==> config.mk <==
export PLATFORM = sky130hd
export DESIGN_NAME = adam_periph_uart_rx_buf
export DESIGN_NICKNAME = d
export VERILOG_FILES = /design/src/rtl/adam_periph_uart_pkg.sv /design/src/rtl/adam_periph_uart_rx_fifo.sv /design/src/rtl/adam_periph_uart_rx_buf.sv
export SDC_FILE = /design/constraint.sdc
export NUM_CORES = 1
export LEC_CHECK = 0
export BUFFER_PORTS_ARGS = -buffer_cell sky130_fd_sc_hd__buf_2
export CAP_MARGIN = 40
export CORE_ASPECT_RATIO = 1.5
export CORE_MARGIN = 5
export CORE_UTILIZATION = 35
export CTS_CLUSTER_DIAMETER = 80
export CTS_CLUSTER_SIZE = 30
export DETAILED_ROUTE_END_ITERATION = 7
export PLACE_DENSITY = 0.53
export SLEW_MARGIN = 20
export SYNTH_ARGS = -nofsm -noshare
export SYNTH_HDL_FRONTEND = slang
export SYNTH_SLANG_ARGS = --single-unit
==> constraint.sdc <==
create_clock -name clk -period 6.1 [get_ports clk]
set_clock_uncertainty 0.1 [all_clocks]
set_input_delay 0.305 -clock clk [delete_from_list [all_inputs] [get_ports clk]]
set_output_delay 0.305 -clock clk [all_outputs]
set_load 0.01 [all_outputs]
==> src/rtl/adam_periph_uart_pkg.sv <==
// Shared types and constants for the ADAM UART receive path.
package adam_periph_uart_pkg;

  localparam int MIN_BAUD     = 4;
  localparam int MIN_DATA_LEN = 5;
  localparam int MAX_DATA_LEN = 9;

  // Receiver frame states.
  typedef enum logic [2:0] {
    IDLE,
    START,
    DATA,
    PARITY,
    STOP,
    BREAK,
    PAUSED
  } rx_state_t;

  // One received frame as stored in the receive FIFO.
  typedef struct packed {
    logic                    brk;
    logic                    frame;
    logic                    parity;
    logic [MAX_DATA_LEN-1:0] data;
  } rx_entry_t;

  // True when the requested number of data bits is one the receiver supports.
  function automatic logic data_len_ok(input logic [3:0] len);
    return (len >= 4'(MIN_DATA_LEN)) && (len <= 4'(MAX_DATA_LEN));
  endfunction

endpackage

==> src/rtl/adam_periph_uart_rx_fifo.sv <==
// Receive FIFO: power-of-two circular buffer with occupancy count.
// A push while full is only accepted when a pop happens in the same cycle,
// because the popped slot is the one the write pointer lands on.
module adam_periph_uart_rx_fifo #(
  parameter type entry_t = logic [11:0],
  parameter int  DEPTH   = 8
) (
  input  logic                   clk,
  input  logic                   rst_n,
  input  logic                   push,
  input  entry_t                 push_data,
  input  logic                   pop,
  output entry_t                 head,
  output logic                   empty,
  output logic                   full,
  output logic [$clog2(DEPTH):0] level
);

  localparam int AW = $clog2(DEPTH);
  localparam logic [AW:0] LVL_ONE = (AW+1)'(1);

  entry_t        mem_q [DEPTH];
  logic [AW-1:0] wr_q;
  logic [AW-1:0] rd_q;
  logic [AW:0]   level_q;
  logic          wr_en;
  logic          rd_en;

  assign empty = (level_q == '0);
  assign full  = (level_q == (AW+1)'(DEPTH));
  assign rd_en = pop && !empty;
  assign wr_en = push && (!full || rd_en);
  assign head  = mem_q[rd_q];
  assign level = level_q;

  // Storage array; contents are only visible while the FIFO holds entries.
  always_ff @(posedge clk) begin
    if (wr_en) mem_q[wr_q] <= push_data;
  end

  // Pointers and occupancy count.
  always_ff @(posedge clk or negedge rst_n) begin
    if (!rst_n) begin
      wr_q    <= '0;
      rd_q    <= '0;
      level_q <= '0;
    end else begin
      if (wr_en) wr_q <= wr_q + AW'(1);
      if (rd_en) rd_q <= rd_q + AW'(1);
      case ({wr_en, rd_en})
        2'b10:   level_q <= level_q + LVL_ONE;
        2'b01:   level_q <= level_q - LVL_ONE;
        default: level_q <= level_q;
      endcase
    end
  end

endmodule

==> src/rtl/adam_periph_uart_rx_buf.sv <==
// UART receiver with majority-vote sampling, false-start filtering,
// 5..9 bit frames, per-frame error flags, receive FIFO, sticky overrun
// and a pause handshake that lets the frame in flight finish first.
//
// Pop handshake: data/data_valid/err_* describe the FIFO head; the word is
// consumed on every clock edge where data_valid && data_ready, and
// data_valid never depends on data_ready.
module adam_periph_uart_rx_buf
  import adam_periph_uart_pkg::*;
#(
  parameter int DATA_WIDTH  = 32,
  parameter int FIFO_DEPTH  = 8,
  parameter int SYNC_STAGES = 2
) (
  input  logic                        clk,
  input  logic                        rst_n,
  input  logic                        pause_req,
  output logic                        pause_ack,
  input  logic                        parity_select,
  input  logic                        parity_control,
  input  logic [3:0]                  data_length,
  input  logic [1:0]                  stop_bits,
  input  logic [DATA_WIDTH-1:0]       baud_rate,
  output logic [DATA_WIDTH-1:0]       data,
  output logic                        data_valid,
  input  logic                        data_ready,
  output logic                        err_parity,
  output logic                        err_frame,
  output logic                        err_break,
  output logic                        overrun,
  input  logic                        overrun_clr,
  output logic [$clog2(FIFO_DEPTH):0] fifo_level,
  input  logic                        rx
);

  localparam logic [DATA_WIDTH-1:0] ONE = DATA_WIDTH'(1);

  // Input conditioning.
  logic [SYNC_STAGES-1:0] sync_q;
  logic                   rxs;
  logic [2:0]             hist_q;
  logic                   maj;
  logic                   start_edge;

  // Frame state.
  rx_state_t              state_q;
  rx_state_t              state_d;
  logic [DATA_WIDTH-1:0]  cnt_q;
  logic [3:0]             bit_q;
  logic [1:0]             stop_cnt_q;
  logic [MAX_DATA_LEN-1:0] shreg_q;
  logic                   par_err_q;
  logic                   frm_err_q;
  logic                   zero_q;
  logic                   tick;
  logic                   cfg_ok;
  logic                   brk_now;
  logic                   frame_now;
  logic                   push;
  logic                   pause_ack_q;

  // Configuration captured when a frame starts.
  logic [DATA_WIDTH-1:0]  baud_q;
  logic [3:0]             len_q;
  logic                   par_en_q;
  logic                   par_odd_q;
  logic [1:0]             stopb_q;

  // FIFO side.
  rx_entry_t              push_entry;
  rx_entry_t              head;
  logic                   fifo_empty;
  logic                   fifo_full;
  logic                   pop;
  logic                   overrun_set;
  logic                   overrun_q;

  // Bring rx into the clock domain; idle line level is 1.
  always_ff @(posedge clk or negedge rst_n) begin
    if (!rst_n) sync_q <= '1;
    else        sync_q <= {sync_q[SYNC_STAGES-2:0], rx};
  end

  assign rxs = sync_q[SYNC_STAGES-1];

  // Three-sample history for the majority vote and edge detection.
  always_ff @(posedge clk or negedge rst_n) begin
    if (!rst_n) hist_q <= 3'b111;
    else        hist_q <= {hist_q[1:0], rxs};
  end

  assign maj        = (hist_q[0] & hist_q[1]) | (hist_q[0] & hist_q[2]) | (hist_q[1] & hist_q[2]);
  // Requires the previous sample to be 1, so a line stuck low never retriggers.
  assign start_edge = hist_q[0] & ~rxs;
  assign cfg_ok     = (baud_rate >= DATA_WIDTH'(MIN_BAUD)) && data_len_ok(data_length);

  // First sample lands mid start bit, later ones one full bit apart.
  assign tick = (state_q == START) ? (cnt_q == (baud_q >> 1)) : (cnt_q == baud_q - ONE);

  // Break needs the first stop bit low too; on a one-stop frame that is the current sample.
  assign brk_now   = (stop_cnt_q == 2'd0) ? (zero_q & ~maj) : zero_q;
  assign frame_now = frm_err_q | ~maj | brk_now;

  assign push_entry.brk    = brk_now;
  assign push_entry.frame  = frame_now;
  assign push_entry.parity = par_err_q;
  assign push_entry.data   = shreg_q;

  // Frame state register.
  always_ff @(posedge clk or negedge rst_n) begin
    if (!rst_n) state_q <= IDLE;
    else        state_q <= state_d;
  end

  // Next-state and push decision.
  always_comb begin
    state_d = state_q;
    push    = 1'b0;
    case (state_q)
      IDLE: begin
        if (pause_req)                state_d = PAUSED;
        else if (start_edge && cfg_ok) state_d = START;
      end
      START: begin
        if (tick) state_d = maj ? IDLE : DATA;
      end
      DATA: begin
        if (tick && (bit_q == len_q - 4'd1)) state_d = par_en_q ? PARITY : STOP;
      end
      PARITY: begin
        if (tick) state_d = STOP;
      end
      STOP: begin
        if (tick && (stop_cnt_q == stopb_q)) begin
          push = 1'b1;
          if (brk_now)        state_d = BREAK;
          else if (pause_req) state_d = PAUSED;
          else                state_d = IDLE;
        end
      end
      BREAK: begin
        if (rxs) state_d = pause_req ? PAUSED : IDLE;
      end
      PAUSED: begin
        if (!pause_req) state_d = IDLE;
      end
      default: state_d = IDLE;
    endcase
  end

  // Bit timing, configuration capture and per-frame accumulators.
  always_ff @(posedge clk or negedge rst_n) begin
    if (!rst_n) begin
      cnt_q      <= '0;
      bit_q      <= '0;
      stop_cnt_q <= '0;
      shreg_q    <= '0;
      par_err_q  <= 1'b0;
      frm_err_q  <= 1'b0;
      zero_q     <= 1'b0;
      baud_q     <= '0;
      len_q      <= '0;
      par_en_q   <= 1'b0;
      par_odd_q  <= 1'b0;
      stopb_q    <= '0;
    end else begin
      if (state_q == IDLE) begin
        if (state_d == START) begin
          baud_q     <= baud_rate;
          len_q      <= data_length;
          par_en_q   <= parity_control;
          par_odd_q  <= parity_select;
          stopb_q    <= stop_bits;
          cnt_q      <= '0;
          bit_q      <= '0;
          stop_cnt_q <= '0;
          shreg_q    <= '0;
          par_err_q  <= 1'b0;
          frm_err_q  <= 1'b0;
          zero_q     <= 1'b1;
        end
      end else if (state_q inside {START, DATA, PARITY, STOP}) begin
        cnt_q <= tick ? '0 : cnt_q + ONE;
      end
      if (tick) begin
        case (state_q)
          DATA: begin
            shreg_q[bit_q] <= maj;
            zero_q         <= zero_q & ~maj;
            bit_q          <= bit_q + 4'd1;
          end
          PARITY: begin
            par_err_q <= (maj != ((^shreg_q) ^ par_odd_q));
            zero_q    <= zero_q & ~maj;
          end
          STOP: begin
            if (!maj) frm_err_q <= 1'b1;
            if (stop_cnt_q == 2'd0) zero_q <= zero_q & ~maj;
            stop_cnt_q <= stop_cnt_q + 2'd1;
          end
          default: ;
        endcase
      end
    end
  end

  // Acknowledge one cycle after settling in PAUSED; drop one cycle after release.
  always_ff @(posedge clk or negedge rst_n) begin
    if (!rst_n) pause_ack_q <= 1'b0;
    else        pause_ack_q <= (state_q == PAUSED) && pause_req;
  end

  assign pause_ack = pause_ack_q;

  adam_periph_uart_rx_fifo #(
    .entry_t (rx_entry_t),
    .DEPTH   (FIFO_DEPTH)
  ) u_fifo (
    .clk       (clk),
    .rst_n     (rst_n),
    .push      (push),
    .push_data (push_entry),
    .pop       (pop),
    .head      (head),
    .empty     (fifo_empty),
    .full      (fifo_full),
    .level     (fifo_level)
  );

  assign data_valid  = ~fifo_empty;
  assign pop         = data_valid & data_ready;
  assign overrun_set = push & fifo_full & ~pop;

  // Head word is forced to zero when empty so stale storage never shows.
  assign data       = data_valid ? DATA_WIDTH'(head.data) : '0;
  assign err_parity = data_valid & head.parity;
  assign err_frame  = data_valid & head.frame;
  assign err_break  = data_valid & head.brk;

  // Sticky overrun; a new overrun beats a clear in the same cycle.
  always_ff @(posedge clk or negedge rst_n) begin
    if (!rst_n)           overrun_q <= 1'b0;
    else if (overrun_set) overrun_q <= 1'b1;
    else if (overrun_clr) overrun_q <= 1'b0;
  end

  assign overrun = overrun_q;

endmodule
==> flow_summary.yaml, run 1 <==
outcome:
  status: "completed"
place:
  dpl.cell_count: 1414
  gp_congestion: 0.9347
  place_area_um2: 11990
  port_buffers: 64
  hpwlAfterDp_um: 20360
power_and_ir_drop:
  cellInternalPower_mw: 3.068
  peakVddDrop_v: 0.0002228
  p_comb_share_pct: 42.8
  power_density_nw_per_um2: 392.2
  swShare_pct: 39.10
  p_sw_mw: 1.970
  leakage_nw: 5.199
  p_clk_share_pct: 19.1
  seq_power_share_pct: 38.1
finish:
  layout-area-overhead-vs-synth_pct: 13.66
  final_cell_mix: "dfrtp_1, edfxtp_1, nor2_1"
  design_area_um2: 12850
  antennaDiodeCount: 0
  final_cells: 1477
  n_fill_cell: 3034
  layout_commonest_cell: "dfrtp_1"
  utilization_pct: 40.37
  nets: 1121
  layout-drive-gt1-share_pct: 19.78
logic_synthesis:
  synth_enable_flop_cells: 96
  syn_area_um2: 11300
  yosysUniqueCellTypes: 85
  yosysWarningCount: 0
  synth_area_leaders: "edfxtp_1, dfrtp_1, mux4_2"
  yosys.area.top_type: "edfxtp_1"
  syn_avg_cell_area_um2: 11.43
  synth-main-ff-cell: "dfrtp_1"
  asyncSetResetFlopFracSynth_pct: 53.40
  synth_top_area_share_pct: 25.50
  synth-seq-cells: 206
  netlist_instances: 989
  yosysSeqAreaShare_pct: 49.91
floorplanning:
  ios: 88
  core_area_um2: 31830
  initial_core_util_pct: 35.51
  rows: 80
  die_h_um: 230.1
  dieArea_um2: 36070
  dieWidth_um: 156.7
sta:
  worst_slew_pin_slew_ps: 863.5
  period_needed_ps: 5445
  finalHoldViolCount: 0
  max_freq_mhz: 183.7
  setup_viol: 0
  rsz0062_at_grt: "false"
  finalMaxSlewViolations: 0
  fin_tns_setup_ps: 0
  finalCritPeriodShare_pct: 89.26
  max_slew_margin_pct: 42.44
worst_setup_path:
  max_stage_delay_ps: 610
  crit_path_top_delay_cell: "a2111oi_1"
  crit_chain: "inv_1 > ha_1 > nor3b_2 > nand2_1 > a2111o_1 > a2111oi_1 > o211ai_1 > a221o_1 > nor4_4 > nand2_4 > nor3_4 > inv_2 > ha_1 > ha_1 > a21o_1 > a21oi_1 > xnor2_1 > nor2_1 > xor2_1"
  arrival_ps: 5710
  crit_path_end_kind: "flop"
  crit_path_start_kind: "flop"
  cp_top_family: "compound AO/OA/AOI/OAI gates"
  required_ps: 6370
  crit_buf_inv: 2
  crit_type: "reg2reg"
  crit_top_cell: "ha_1"
  path_max_fanout: 10
routing:
  met2_length_um: 15450
  routed_via_density: 5.219
  drt_iter0_drc: 326
  routed.top_layer: "met4"
  ant_nets: 0
  route.met3.wl_um: 859
  wl_per_cell_um: 18.88
  drt_wl_total_um: 27880
  dr.pass1.iters: 4
  vias: 7709
  met1_length_um: 10650
  route.detailed.drc: 0
grt:
  grt_pass1_vias: 7870
  grt_usage_pct: 15.48
  antenna_found_initial: 0
  grt_pass1_wl_um: 44410
  grt_start_max_net_pins: 58
  overflow: 0
clocking:
  cts_resized: 0
  clock_sinks: 206
  cts_setup_buffers: 0
  h-tree-depth: 1
  cts_made_buffers: 13
  root_buffer: "clkbuf_16"
  cts_tree: "yes"
  cts.reportedPaths.clkPinSlew_ps: 100
  clk_latency_ps: 480
  clockBufferDepth: 3
hold_path:
  hold_path_class: "in2reg"
job:
  drv_cap: 0
state kept, by name, summed over array words and instances (netlist names):
register / cells
baud_q: 32
bit_q: 4
cnt_q: 32
frm_err_q: 1
hist_q: 3
len_q: 4
overrun: 1
par_en_q: 1
par_err_q: 1
par_odd_q: 1
pause_ack: 1
shreg_q: 9
state_q: 3
stop_cnt_q: 2
stopb_q: 2
sync_q: 2
u_fifo.level: 4
u_fifo.mem_q: 96
u_fifo.rd_q: 3
u_fifo.wr_q: 3
zero_q: 1
Yosys cell counts (4+ instances only):
| master | count |
|---|---|
| inv_1 | 32 |
| and3_1 | 9 |
| xor2_1 | 39 |
| clkbuf_1 | 46 |
| mux4_2 | 24 |
| or2_2 | 5 |
| nor4_1 | 35 |
| dfstp_2 | 5 |
| o21ai_0 | 24 |
| mux2_2 | 41 |
| o211ai_1 | 10 |
| or3_1 | 13 |
| xnor2_1 | 58 |
| mux2i_1 | 28 |
| nor2b_1 | 9 |
| a31oi_1 | 10 |
| dfrtp_1 | 105 |
| nor3_1 | 15 |
| nand4_1 | 8 |
| o2111ai_1 | 4 |
| buf_4 | 25 |
| o31a_1 | 4 |
| nand2b_1 | 13 |
| nor4b_1 | 7 |
| nand3b_1 | 7 |
| a21oi_1 | 15 |
| nand3_1 | 29 |
| or4_1 | 6 |
| edfxtp_1 | 96 |
| nand2_1 | 64 |
| a21o_1 | 4 |
| buf_2 | 10 |
| o31ai_1 | 8 |
| ha_1 | 13 |
| buf_1 | 8 |
| nor2_1 | 78 |
| nor4b_2 | 6 |
| nor3b_1 | 4 |
routing by layer:
metal | vias to the layer above | global-route usage [%]
li1 | 3718 | -
met1 | 3829 | 18.02
met2 | 119 | 29.43
met3 | 43 | 1.279
met4 | 0 | 5.102
met5 | - | 0
cell families (layout without fill, tap and decap cells):
kind of cell | Yosys count | after routing | synth area share, %
adder cells (fa/ha/maj) | 15 | 15 | 1.705
AND/OR/NAND/NOR | 332 | 332 | 16.62
XOR/XNOR | 97 | 97 | 7.515
multiplexers | 94 | 94 | 11.44
AO/OA/AOI/OAI | 121 | 121 | 7.681
other | 1 | 23 | 0.03317
buffers and inverters | 123 | 179 | 5.091
flip-flops | 206 | 206 | 49.91
final cells by class:
type / count / area (um2) / area share (%)
clock inverter: 7 / 106.4 / 0.8277
tap: 410 / 513.0 / 3.993
inverter: 33 / 123.9 / 0.9641
sequential: 206 / 5642 / 43.91
multi-input combinational: 682 / 5221 / 40.64
clock buffer: 14 / 329.1 / 2.561
timing repair buffer: 125 / 913.4 / 7.109
repair_timing:
action                                  CTS  global route
hold buffers                             42             0
endpoints found under the hold margin    83             0
endpoints found under the setup margin    0             0
stage by stage:
step	hold WS [ps]	total power, mW	worst slack, ps
5_1_grt	29.87	5.401	304.3
6_report	27.85	5.039	655.1
3_3_place_gp	248.3	4.087	727.2
2_1_floorplan	-90.59	3.508	1007
4_1_cts	2.171	5.118	669.4
3_5_place_dp	251.9	4.111	675.1
final timing paths:
| kind | slack (ps) | depth (start not counted) | start | endpoint |
|---|---|---|---|---|
| worst min-delay path | 30 | 2 | baud_rate[8] | baud_q[8]$_DFFE_PN0P_ |
| worst max register to register | 660 | 19 | baud_q[0]$_DFFE_PN0P_ | u_fifo.level[3]$_DFFE_PN0P_ |
| max in group asynchronous | 4560 | 4 | rst_n | hist_q[1]$_DFF_PN1_ |
| worst max-delay path | 660 | 19 | baud_q[0]$_DFFE_PN0P_ | u_fifo.level[3]$_DFFE_PN0P_ |
| min in group asynchronous | 270 | 2 | rst_n | u_fifo.level[3]$_DFFE_PN0P_ |
| worst min register to register | 270 | 0 | sync_q[0]$_DFF_PN1_ | sync_q[1]$_DFF_PN1_ |
power groups by stage:
stage                     sequential, mW  combinational [mW]  clock (mW)
after global routing                1.95                2.40        1.05
after detailed placement            1.95                2.16           0
after global placement              1.97                2.12           0
final                               1.92                2.16       0.962
after CTS                           1.92                2.19        1.01
after floorplan                     1.79                1.72           0
No activity file was read; power rests on OpenSTA's default activity.
==> run 2: changes to the inputs <==
CTS_BUF_LIST = sky130_fd_sc_hd__clkbuf_2   (was unset)
==> run 2 against run 1 <==
Net effect:
- sequential power hardly changed
- sequential share of layout area up 0.13 points
- non-clock buffer count increased by 20
- first-iteration DRC count is 0.61% lower
- power fell by 6.6%
- global-route usage rose by 0.15 points
- critical path type unchanged
==> flow_summary.yaml, run 2 (synthesis gave the netlist of run 1 again) <==
outcome:
  status: "completed"
worst_setup_path:
  crit_chain: "inv_1 > ha_1 > nor3b_2 > nand2_1 > a2111o_1 > a2111oi_1 > o211ai_1 > a221o_1 > nor4_4 > nand2_4 > nor3_4 > inv_2 > ha_1 > ha_1 > a21o_1 > a21oi_1 > xnor2_1 > nor2_1 > xor2_1"
  crit_path_start_kind: "flop"
  cp_top_family: "compound AO/OA/AOI/OAI gates"
  crit_top_cell: "ha_1"
  path_max_fanout: 10
  crit_start: "baud_q[0]$_DFFE_PN0P_"
  rr_startpoint: "baud_q[0]$_DFFE_PN0P_"
  crit_path_top_delay_cell: "a2111oi_1"
  crit_path_end_kind: "flop"
  arrival_ps: 6190
  crit_buf_inv: 2
  max_stage_delay_ps: 660
  crit_type: "reg2reg"
  r2r_slack_ps: 600
  required_ps: 6790
routing:
  dr.pass1.iters: 5
  ant_nets: 0
  route.detailed.drc: 0
  drt_wl_total_um: 28170
  routed_via_density: 5.234
  vias: 7841
  drt_iter0_drc: 324
  wl_per_cell_um: 18.80
sta:
  finalCritPeriodShare_pct: 90.11
  finalMaxSlewViolations: 0
  finalHoldViolCount: 0
  max_freq_mhz: 181.9
  rsz0062_at_grt: "false"
  setup_viol: 0
  max_slew_margin_pct: 42.74
  period_needed_ps: 5497
  fin_tns_setup_ps: 0
  worst_slew_pin_slew_ps: 858.9
clocking:
  cts_made_buffers: 13
  h-tree-depth: 1
  clk_latency_ps: 870
  cts_tree: "yes"
  cts_resized: 0
  cts.reportedPaths.clkPinSlew_ps: 490
  clock_sinks: 206
  clockBufferDepth: 3
  root_buffer: "clkbuf_2"
finish:
  top_regs: "u_fifo.mem_q (96), baud_q (32), cnt_q (32)"
  layout-drive-gt1-share_pct: 19.60
  layout-area-overhead-vs-synth_pct: 13.32
  final_cells: 1498
  n_fill_cell: 3052
  layout_commonest_cell: "dfrtp_1"
  largest_reg_flops: 96
  final_cell_mix: "dfrtp_1, edfxtp_1, nor2_1"
  top_register: "u_fifo.mem_q"
  nets: 1141
place:
  port_buffers: 64
  hpwlAfterDp_um: 20360
  gp_congestion: 0.9347
  dpl.cell_count: 1414
floorplanning:
  die_h_um: 230.1
  initial_core_util_pct: 35.51
  dieArea_um2: 36070
  ios: 88
  dieWidth_um: 156.7
  core_area_um2: 31830
  rows: 80
hold_path:
  hold_path_class: "in2reg"
  hp-start: "stop_bits[0]"
grt:
  grt_usage_pct: 15.63
  grt_start_max_net_pins: 58
  grt_pass1_wl_um: 44880
  grt_pass1_vias: 7978
  antenna_found_initial: 1
  overflow: 0
job:
  drv_cap: 0
power_and_ir_drop:
  power_density_nw_per_um2: 367.5
  peakVddDrop_v: 0.0002350
  leakage_nw: 5.190
==> run 2: final timing paths <==
check | cells past startpoint | endpoint
max in group asynchronous | 5 | cnt_q[29]$_DFFE_PN0P_
hold reg to reg | 0 | sync_q[1]$_DFF_PN1_
hold / removal | 3 | stopb_q[0]$_DFFE_PN0P_
min in group asynchronous | 4 | baud_q[17]$_DFFE_PN0P_
setup reg to reg | 19 | u_fifo.level[3]$_DFFE_PN0P_
setup / recovery | 19 | u_fifo.level[3]$_DFFE_PN0P_
==> run 2: area by class of cell <==
cell class	instances	area, um2	area share, %
Antenna cell	1	2.502	0.01954
Clock buffer	14	70.07	0.5470
Clock inverter	7	106.4	0.8302
Inverter	33	123.9	0.9670
Multi-Input combinational cell	682	5221	40.76
Sequential cell	206	5642	44.04
Tap cell	410	513.0	4.005
Timing Repair Buffer	145	1131	8.830
==> run 2: metal layers <==
metal / track usage (%) / vias up / routed length (um)
met2: 29.63 / 138 / 15550
met3: 1.430 / 50 / 832
met5: 0 / - / 0
met4: 5.129 / 0 / 936
li1: - / 3757 / -
met1: 18.18 / 3896 / 10850
==> run 2: metrics by stage <==
step / power [mW] / cell area, um2 / utilization [%] / setup slack (ps) / hold WS [ps]
after floorplan: 3.508 / 11390 / - / 1007 / -90.59
after global placement: 4.087 / 11950 / 37.54 / 727.2 / 248.3
after detailed placement: 4.111 / 11990 / 37.68 / 675.1 / 251.9
after CTS: 4.779 / 12810 / 40.24 / 686.7 / 1.390
after global routing: 5.070 / 12810 / 40.24 / 334.3 / 8.257
final: 4.708 / 12810 / 40.24 / 603.0 / 83.55
==> run 2: repair_timing <==
| action | in CTS | in global routing |
|---|---|---|
| hold buffers | 62 | 0 |
| endpoints found under the hold margin | 113 | 0 |
| buffers inserted | 0 | 0 |
==> run 2: where the power goes <==
part / leakage [nW] / total, mW / internal [mW] / switching [mW]
registers: 2.29 / 1.92 / 1.64 / 0.287
clock network: 0.108 / 0.613 / 0.114 / 0.500
logic: 2.79 / 2.17 / 1.01 / 1.16
==> run 2: worst min-delay path: stages <==
cell and delay (ps):
dlygate4sd3_1 520, buf_2 120, mux2_2 140
==> run 3: changes to the inputs <==
ABC_AREA = 1   (was unset)
==> run 3 against run 2 <==
Net effect:
- sequential power rose by 9.9%
- non-clock buffer count shrank 8
- wire length rose by 32%
- fmax grew 20%
- setup slack improved by 900 ps
- critical path type unchanged
- largest cell class unchanged
==> flow_summary.yaml, run 3 <==
outcome:
  status: "completed"
sta:
  max_slew_margin_pct: 40.97
  setup_viol: 0
  period_needed_ps: 4595
  finalMaxSlewViolations: 0
  max_freq_mhz: 217.6
  finalHoldViolCount: 0
  finalHoldWorstSlack_ps: 97.98
  fin_tns_setup_ps: 0
  finalCritPeriodShare_pct: 75.33
  worst_slew_pin_slew_ps: 877.3
  fin_ws_ps: 1505
  rsz0062_at_grt: "false"
clocking:
  root_buffer: "clkbuf_2"
  cts.reportedPaths.clkPinSlew_ps: 490
  cts_resized: 0
  clock_sinks: 206
  clockBufferDepth: 3
  clk_latency_ps: 860
  cts_made_buffers: 12
  h-tree-depth: 1
  cts_tree: "yes"
grt:
  grt_usage_pct: 19.29
  grt_pass1_vias: 10560
  met3_usage_pct: 1.629
  use_met1_pct: 19.96
  use_met2_pct: 38.14
  grt_pass1_wl_um: 58140
  overflow: 0
  grt_busiest_layer: "met2"
  grt_start_max_net_pins: 56
  antenna_found_initial: 1
finish:
  layout-area-overhead-vs-synth_pct: 12.35
  n_fill_cell: 3526
  utilization_pct: 39.89
  top_regs: "u_fifo.mem_q (96), baud_q (32), cnt_q (32)"
  layout_commonest_cell: "nand2_1"
  final_cells: 2060
  nets: 1693
  layout-drive-gt1-share_pct: 9.701
  regArea_um2: 5642
  design_area_um2: 13340
  top_register: "u_fifo.mem_q"
  largest_reg_flops: 96
  final_cell_mix: "nand2_1, nor2_1, nand3_1"
  multi_input_area_um2: 5439
place:
  gp_congestion: 0.9252
  port_buffers: 64
  place_area_um2: 12630
  dp_slack_ps: 1541
  hpwlAfterDp_um: 27760
  dpl.cell_count: 1985
worst_setup_path:
  crit_path_start_kind: "flop"
  crit_type: "reg2reg"
  required_ps: 6820
  crit_path_end_kind: "flop"
  path_max_fanout: 46
  arrival_ps: 5320
logic_synthesis:
  synth-main-ff-cell: "dfrtp_1"
  syn_avg_cell_area_um2: 7.772
  synth_area_leaders: "edfxtp_1, dfrtp_1, nand2_1"
  synth-seq-cells: 206
  synth_enable_flop_cells: 96
  netlist_instances: 1528
  yosysUniqueCellTypes: 44
  yosys.area.top_type: "edfxtp_1"
  asyncSetResetFlopFracSynth_pct: 53.40
  synth.most_common_cell: "nand2_1"
  synth_commonest_cells: "nand2_1, nor2_1, nand3_1"
  syn_area_um2: 11880
  synth_top_area_share_pct: 24.28
  yosysWarningCount: 0
  yosysSeqAreaShare_pct: 47.51
power_and_ir_drop:
  peakVddDrop_v: 0.0002433
  p_comb_share_pct: 50.3
  seq_power_share_pct: 39.1
  swShare_pct: 48.40
  leakage_nw: 5.729
  power_density_nw_per_um2: 405.1
  p_sw_mw: 2.616
  cellInternalPower_mw: 2.788
  power_mw: 5.404
  p_clk_share_pct: 10.6
routing:
  drt_iter0_drc: 527
  dr.pass1.iters: 5
  vias: 10530
  ant_nets: 0
  routed_via_density: 5.113
  wl_per_cell_um: 18.08
  drt_wl_total_um: 37250
  route.detailed.drc: 0
floorplanning:
  dieWidth_um: 160.4
  dieArea_um2: 37790
  rows: 82
  die_h_um: 235.6
  core_area_um2: 33450
  initial_core_util_pct: 35.50
  ios: 88
hold_path:
  hold_path_class: "in2reg"
job:
  drv_cap: 0
-- run 3: cell count changes after synthesis, moves of 37 or more --
| cell | before | now |
|---|---|---|
| inv_1 | 32 | 133 |
| xnor2_1 | 58 | 13 |
| nor2_1 | 78 | 255 |
| mux2_2 | 41 | 4 |
| nand3_1 | 29 | 138 |
| nand2_1 | 64 | 368 |
| o21ai_0 | 24 | 99 |
-- run 3: worst paths after layout --
path | to | from | cells past startpoint | slack [ps]
setup reg to reg | u_fifo.level[3]$_DFFE_PN0P_ | state_q[1]$_DFF_PN0_ | 23 | 1500
min in group asynchronous | sync_q[1]$_DFF_PN1_ | rst_n | 3 | 290
hold / removal | baud_q[31]$_DFFE_PN0P_ | baud_rate[31] | 4 | 100
setup / recovery | u_fifo.level[3]$_DFFE_PN0P_ | state_q[1]$_DFF_PN0_ | 23 | 1500
hold reg to reg | sync_q[1]$_DFF_PN1_ | sync_q[0]$_DFF_PN1_ | 0 | 270
max in group asynchronous | u_fifo.level[1]$_DFFE_PN0P_ | rst_n | 4 | 4860
-- run 3: per-layer routing --
| layer | share of wire, % | wire length [um] | vias up |
|---|---|---|---|
| met2 | 55 | 20550 | 255 |
| met1 | 36 | 13480 | 4985 |
| met3 | 3.0 | 1116 | 93 |
| li1 | - | - | 5200 |
| met4 | 5.7 | 2108 | 0 |
| met5 | 0 | 0 | - |
-- run 3: cell type report --
class	count	area share, %
antenna	1	0.01876
timing repair buffer	137	7.972
sequential	206	42.29
inverter	139	3.920
clock buffer	15	0.5627
clock inverter	5	0.5346
multi-input combinational	1137	40.77
tap	420	3.939
-- run 3: timing repair --
action / 4_1_cts / 5_1_grt
hold endpoints to repair: 109 / 4
setup buffers: 0 / 0
hold buffers: 50 / 4
-- run 3: cell families (layout without fill, tap and decap cells) --
kind of cell               count (synthesis)  in the layout  share of synthesized area (%)
AOI/OAI and AO/OA                        186            186                          8.282
xor gates and xnor gates                  36             36                          2.655
adders and majority gates                 15             15                          1.623
buffers and inverters                    207            296                          7.660
DFF                                      206            206                          47.51
muxes                                      4              4                         0.3793
other                                      1             24                        0.03158
and+or+nand+nor                          873            873                          31.86
-- run 3: worst max-delay path: stages, from the launching register on --
cell,delay (ps)
dfrtp_1,550
nor2_4,160
nand2_4,320
inv_2,630
nand2_1,160
nand3_1,130
nand2_1,60
nor2_1,100
nand3b_1,100
nor2_1,100
nand3_1,110
nor2_1,110
nand3_1,130
nor2_4,240
nand4_4,200
ha_1,280
ha_1,320
nand2_1,70
nor2_1,30
a211oi_1,250
nor2_1,70
nor2_1,90
nand2_1,70
xor2_1,140
-- run 3: power by group through the flow --
| stage | combinational, mW | sequential [mW] | clock [mW] |
|---|---|---|---|
| floorplan | 1.90 | 2.03 | 0 |
| global placement | 2.66 | 2.14 | 0 |
| detailed placement | 2.72 | 2.15 | 0 |
| CTS | 2.76 | 2.12 | 0.604 |
| global route | 3.07 | 2.16 | 0.649 |
| finish | 2.72 | 2.11 | 0.574 |
